File: src/rtl/multi_debouncer_if.sv
// Pin-side bundle for multi_debouncer: raw button inputs plus the
// per-channel debounced level, edge strobes and long-press indications.
// The master side (board/test harness) drives btn; the slave side (the
// debouncer) drives all the result vectors.
interface multi_debouncer_if #(
    parameter int NUM_CH = 4
);
    logic [NUM_CH-1:0] btn;
    logic [NUM_CH-1:0] dbd;
    logic [NUM_CH-1:0] rise;
    logic [NUM_CH-1:0] fall;
    logic [NUM_CH-1:0] long_press;
    logic [NUM_CH-1:0] held;

    modport master (
        output btn,
        input  dbd,
        input  rise,
        input  fall,
        input  long_press,
        input  held
    );

    modport slave (
        input  btn,
        output dbd,
        output rise,
        output fall,
        output long_press,
        output held
    );
endinterface

File: src/rtl/multi_debouncer.sv
// N-channel push-button / switch debouncer.
// Each channel: two-flop synchroniser, saturating stability counter,
// registered debounced level and one-cycle rise/fall strobes.
// Optional feature macro: LONG_PRESS_EN -- adds per-channel hold counters
// producing a one-cycle long_press strobe and a held level. Without it,
// long_press and held are tied low and LONG_CYCLES has no effect.
module multi_debouncer #(
    parameter int NUM_CH          = 4,
    parameter int DEBOUNCE_CYCLES = 65536,
    parameter int INIT_LEVEL      = 0,
    parameter int LONG_CYCLES     = 4000000
) (
    input  logic                  clk,
    input  logic                  rst_n,
    multi_debouncer_if.slave      bus
);

    localparam int              CNT_W     = $clog2(DEBOUNCE_CYCLES);
    localparam logic [CNT_W-1:0] CNT_MAX  = CNT_W'(DEBOUNCE_CYCLES - 1);
    localparam logic [CNT_W-1:0] CNT_ONE  = CNT_W'(1);
    localparam logic            INIT_BIT  = 1'(INIT_LEVEL);
    localparam logic [NUM_CH-1:0] INIT_VEC = {NUM_CH{INIT_BIT}};

    logic [NUM_CH-1:0]            s0_q;
    logic [NUM_CH-1:0]            s1_q;
    logic [NUM_CH-1:0][CNT_W-1:0] cnt_q;
    logic [NUM_CH-1:0][CNT_W-1:0] cnt_d;
    logic [NUM_CH-1:0]            dbd_q;
    logic [NUM_CH-1:0]            dbd_d;
    logic [NUM_CH-1:0]            rise_q;
    logic [NUM_CH-1:0]            rise_d;
    logic [NUM_CH-1:0]            fall_q;
    logic [NUM_CH-1:0]            fall_d;

    // Two-flop synchroniser for the asynchronous button pins.
    always_ff @(posedge clk or negedge rst_n) begin
        if (!rst_n) begin
            s0_q <= INIT_VEC;
            s1_q <= INIT_VEC;
        end else begin
            s0_q <= bus.btn;
            s1_q <= s0_q;
        end
    end

    // Stability counter per channel: any return to the current level clears
    // it; the level only flips after DEBOUNCE_CYCLES consecutive differing
    // samples, and the strobes are produced on that same transition.
    always_comb begin
        cnt_d  = cnt_q;
        dbd_d  = dbd_q;
        rise_d = {NUM_CH{1'b0}};
        fall_d = {NUM_CH{1'b0}};
        for (int i = 0; i < NUM_CH; i++) begin
            if (s1_q[i] == dbd_q[i]) begin
                cnt_d[i] = {CNT_W{1'b0}};
            end else if (cnt_q[i] == CNT_MAX) begin
                cnt_d[i]  = {CNT_W{1'b0}};
                dbd_d[i]  = s1_q[i];
                rise_d[i] = s1_q[i];
                fall_d[i] = ~s1_q[i];
            end else begin
                cnt_d[i] = cnt_q[i] + CNT_ONE;
            end
        end
    end

    // Counter, debounced level and strobe registers.
    always_ff @(posedge clk or negedge rst_n) begin
        if (!rst_n) begin
            cnt_q  <= {(NUM_CH*CNT_W){1'b0}};
            dbd_q  <= INIT_VEC;
            rise_q <= {NUM_CH{1'b0}};
            fall_q <= {NUM_CH{1'b0}};
        end else begin
            cnt_q  <= cnt_d;
            dbd_q  <= dbd_d;
            rise_q <= rise_d;
            fall_q <= fall_d;
        end
    end

    assign bus.dbd  = dbd_q;
    assign bus.rise = rise_q;
    assign bus.fall = fall_q;

`ifdef LONG_PRESS_EN
    localparam int               HOLD_W   = $clog2(LONG_CYCLES + 1);
    localparam logic [HOLD_W-1:0] HOLD_MAX = HOLD_W'(LONG_CYCLES);
    localparam logic [HOLD_W-1:0] HOLD_PRE = HOLD_W'(LONG_CYCLES - 1);
    localparam logic [HOLD_W-1:0] HOLD_ONE = HOLD_W'(1);

    logic [NUM_CH-1:0][HOLD_W-1:0] hold_q;
    logic [NUM_CH-1:0][HOLD_W-1:0] hold_d;
    logic [NUM_CH-1:0]             held_q;
    logic [NUM_CH-1:0]             held_d;
    logic [NUM_CH-1:0]             lp_q;
    logic [NUM_CH-1:0]             lp_d;

    // Hold counter: counts only cycles after the rise edge, saturates at
    // LONG_CYCLES and fires once; the fall transition clears it together
    // with held so held drops on the same edge as the fall strobe.
    always_comb begin
        hold_d = hold_q;
        held_d = held_q;
        lp_d   = {NUM_CH{1'b0}};
        for (int i = 0; i < NUM_CH; i++) begin
            if (!dbd_d[i]) begin
                hold_d[i] = {HOLD_W{1'b0}};
                held_d[i] = 1'b0;
            end else if (dbd_q[i] && (hold_q[i] != HOLD_MAX)) begin
                hold_d[i] = hold_q[i] + HOLD_ONE;
                if (hold_q[i] == HOLD_PRE) begin
                    lp_d[i]   = 1'b1;
                    held_d[i] = 1'b1;
                end else begin
                    lp_d[i]   = 1'b0;
                end
            end else begin
                hold_d[i] = hold_q[i];
            end
        end
    end

    // Hold counter, held level and long-press strobe registers.
    always_ff @(posedge clk or negedge rst_n) begin
        if (!rst_n) begin
            hold_q <= {(NUM_CH*HOLD_W){1'b0}};
            held_q <= {NUM_CH{1'b0}};
            lp_q   <= {NUM_CH{1'b0}};
        end else begin
            hold_q <= hold_d;
            held_q <= held_d;
            lp_q   <= lp_d;
        end
    end

    assign bus.long_press = lp_q;
    assign bus.held       = held_q;
`else
    logic unused_long_s;

    assign unused_long_s  = (LONG_CYCLES != 0);
    assign bus.long_press = {NUM_CH{1'b0}};
    assign bus.held       = {NUM_CH{1'b0}};
`endif

endmodule

File: src/flat_wrapper.sv
// flat-port wrapper written by rule: the top's interface ports become plain ports
module multi_debouncer_flat 
#(
    parameter int NUM_CH          = 4,
    parameter int DEBOUNCE_CYCLES = 65536,
    parameter int INIT_LEVEL      = 0,
    parameter int LONG_CYCLES     = 4000000
)
  (clk, rst_n, bus_btn, bus_dbd, bus_rise, bus_fall, bus_long_press, bus_held);
  multi_debouncer_if #(.NUM_CH(NUM_CH)) bus_i ();
  input  logic clk;
  input  logic rst_n;
  input wire logic [$bits(bus_i.btn)-1:0] bus_btn;
  output wire logic [$bits(bus_i.dbd)-1:0] bus_dbd;
  output wire logic [$bits(bus_i.rise)-1:0] bus_rise;
  output wire logic [$bits(bus_i.fall)-1:0] bus_fall;
  output wire logic [$bits(bus_i.long_press)-1:0] bus_long_press;
  output wire logic [$bits(bus_i.held)-1:0] bus_held;
  assign bus_i.btn = bus_btn;
  assign bus_dbd = bus_i.dbd;
  assign bus_rise = bus_i.rise;
  assign bus_fall = bus_i.fall;
  assign bus_long_press = bus_i.long_press;
  assign bus_held = bus_i.held;
  multi_debouncer #(.NUM_CH(NUM_CH), .DEBOUNCE_CYCLES(DEBOUNCE_CYCLES), .INIT_LEVEL(INIT_LEVEL), .LONG_CYCLES(LONG_CYCLES)) u_core (.clk(clk), .rst_n(rst_n), .bus(bus_i));
endmodule
File: config.mk
export PLATFORM = sky130hd
export DESIGN_NAME = multi_debouncer_flat
export DESIGN_NICKNAME = d
export VERILOG_FILES = /design/src/rtl/multi_debouncer_if.sv /design/src/rtl/multi_debouncer.sv /design/src/flat_wrapper.sv
export SDC_FILE = /design/constraint.sdc
export NUM_CORES = 1
export LEC_CHECK = 0
export CAP_MARGIN = 15
export CORE_MARGIN = 5
export CORE_UTILIZATION = 63
export DETAILED_ROUTE_END_ITERATION = 10
export MAX_ROUTING_LAYER = met4
export PLACE_DENSITY_LB_ADDON = 0.12
export SYNTH_ARGS = -nofsm -noshare
export SYNTH_HDL_FRONTEND = slang
export SYNTH_SLANG_ARGS = --single-unit
export TNS_END_PERCENT = 100
File: constraint.sdc
create_clock -name clk -period 4.55 [get_ports clk]
set_input_delay 0.6825 -clock clk [delete_from_list [all_inputs] [get_ports clk]]
set_output_delay 0.6825 -clock clk [all_outputs]
set_load 0.05 [all_outputs]
==> impl_metrics.ini <==
[outcome]
status = complete, no violations

[sta]
hold_ws_ns = 0.358
slew_viol_final = 0
fmax_mhz = 435
relSlewSlack_pct = 33.0
setup_viol = 0
finalHoldViolations = 0
finClkSkew_ns = 0.00841
grt_setup_unrepaired = no
tns_ns = 0
worst_pin_slew_ns = 1.00
fin_crit_ns = 2.30
timing.final.crit_share_pct = 50.5

[detailed_routing]
routed-via-count = 2496
wire_per_inst_um = 14.3
viasPerCell = 5.49
drtAntennaViolNets = 0
drt_pre_antenna_iters = 4
drt_iter0_markers = 116
wl_um = 6500
drc = 0

[finish]
nFillCells = 432
final_area_um2 = 4260
antenna_cells = 0
stdcell_count = 455
drive_gt1_share_pct = 8.95
area_growth_pct = 10.8
nets = 385

[cts]
hold_buffers = 0
cts_buffers = 9
ctsResizeCount = 0
tritoncts = built
cts_max_level = 3
cts-root-buf = clkbuf_8
clk_latency_ns = 0.35
cts.path.max_buffers = 2
path_clk_slew_ns = 0.09
cts.sinks = 84
post-cts-setup-buffers = 0

[setup_path]
end_kind = output port
cp_data_required_time_ns = 3.87
crit_buf_inv = 1
rrSetupSlack_ns = 2.69
critical-path-top-delay-family = buffers and inverters
crit_cells = 1
crit_path_end = bus_dbd[0]
path_cells = clkdlybuf4s50_1
arrival_ns = 1.62
path_max_fanout = 5
slowest_stage = clkdlybuf4s50_1
worstSetupPathType = flop to output port
slowest_delay_ns = 0.83
rr_worst_depth = 5
r2r-end = u_core.cnt_q[15]
r2r-start = u_core.cnt_q[0]
worstSetupStartpoint = u_core.bus.dbd[0]
start_kind = flop

[synth]
synthArstFlopShare_pct = 100
syn_area_um2 = 3840
synthFlopType = dfrtp_1
yosys_warnings = 0
synth-edff-count = 0
ys_seq_area_share_pct = 54.7
synth.distinct_cells = 31
synth_area_leader_cell = dfrtp_1
synth_common_cells = dfrtp_1, nor2_1, xnor2_1
yosysMostFrequentCell = dfrtp_1
synth_area_per_cell_um2 = 10.9
yosys-top-cells-area = dfrtp_1, xnor2_1, nor2_1
synth_cells = 352
synth_seq_cells = 84
yosysTopAreaCellShare_pct = 54.7

[place]
place_inst = 439
place_area_um2 = 4030
place_congestion = 0.801
place_hpwl_um = 4330
port_buffers = 17

[die]
die_y_um = 88.1
core_um2 = 5920
fp.dieW_um = 88.1
dieArea_um2 = 7760
ios = 26
initial_core_util_pct = 64.9
rows = 28

[grt]
overflow = 0
groute.usage.overall_pct = 19.7
antenna_found_initial = 0
grt_max_degree = 85
grt_pass1_wl_um = 11300
grt_pass1_vias = 2504

[job]
drv_cap = 0

[pwr]
power_uw = 1420
power.density_nw_per_um2 = 334
intPower_uw = 1100
switching_share_pct = 22.7
leakage_uw = 0.00179
power_frac_seq_pct = 54.1
pwr-share-comb_pct = 4.2
ir_drop_v = 0.000202
switchingPower_uw = 324
pwr-share-clk_pct = 41.7

[min_path]
min_path_type = flop to flop
## registers in the layout (all words and copies together) (netlist names)
name	cells
u_core.s1_q	4
u_core.s0_q	4
u_core.bus.rise	4
u_core.bus.fall	4
u_core.bus.dbd	4
u_core.cnt_q	64
## cell usage in the layout, fill, tap and decap left out, types with 4 or more instances in the layout
cell             synthesis  final
nand4_4                  4      4
ha_1                     4      4
nand3_1                 17     17
xnor2_1                 51     51
nor3b_1                  8      8
nand2_1                 12     12
nand4_1                 12     12
nor2_1                  74     74
dfrtp_1                 84     84
nor4_1                  13     13
xor2_1                   8      8
clkbuf_8                 0     10
clkdlybuf4s50_1          0     16
inv_1                   14     14
conb_1                   1      8
nor3_1                  15     15
## metrics by stage
stage,worst slack [ns],utilization [%]
2_1_floorplan,2.84,-
3_3_place_gp,2.65,68.0
3_5_place_dp,2.63,68.0
4_1_cts,2.22,71.9
5_1_grt,2.18,71.9
6_report,2.25,71.9
## routing by layer
metal  routed length [um]  global-route usage, %  vias up
li1                     -                      -     1215
met1                 2920                   24.2     1221
met2                 3190                   31.4       45
met3                  244                   4.14       15
met4                  145                   8.79        0
met5                    0                      -        -
## cell type report
type                    instances  area, um2  share of cell area, %
clock buffers                  11        141                   3.32
clock inverters                 5       85.1                   2.00
inverters                      14       52.6                   1.23
multi-input cells             249       1610                   37.9
flip-flops and latches         84       2100                   49.4
well taps                      75       93.8                   2.21
repair buffers                 17        168                   3.94
## worst min-delay path by stage
stage,end,depth (start not counted),from
2_1_floorplan,u_core.s1_q[0],0,u_core.s0_q[0]
3_3_place_gp,u_core.s1_q[1],0,u_core.s0_q[1]
3_5_place_dp,u_core.s1_q[0],0,u_core.s0_q[0]
4_1_cts,u_core.s1_q[0],0,u_core.s0_q[0]
5_1_grt,u_core.s1_q[3],0,u_core.s0_q[3]
6_report,u_core.s1_q[0],0,u_core.s0_q[0]
## cells by family (layout without fill, tap and decap cells)
logic type               count (synthesis)  after routing  synth area share (%)
XOR/XNOR                                59             59                  13.5
AO/OA/AOI/OAI                            3              3                 0.521
flip-flops                              84             84                  54.7
buffers and inverters                   26             47                  3.94
AND/OR/NAND/NOR                        171            171                  24.5
adder cells (fa/ha/maj)                  4              4                  1.30
multiplexers                             4              4                  1.47
other                                    1              8                0.0977
## power by group through the flow
stage               clock network [uW]  registers, uW  logic [uW]
floorplan                            0            782        46.5
global placement                     0            784        60.9
detailed placement                   0            785        61.8
CTS                                606            770        61.8
global route                       643            772        69.4
finish                             593            770        60.2
(Power assumes the default switching activity.)
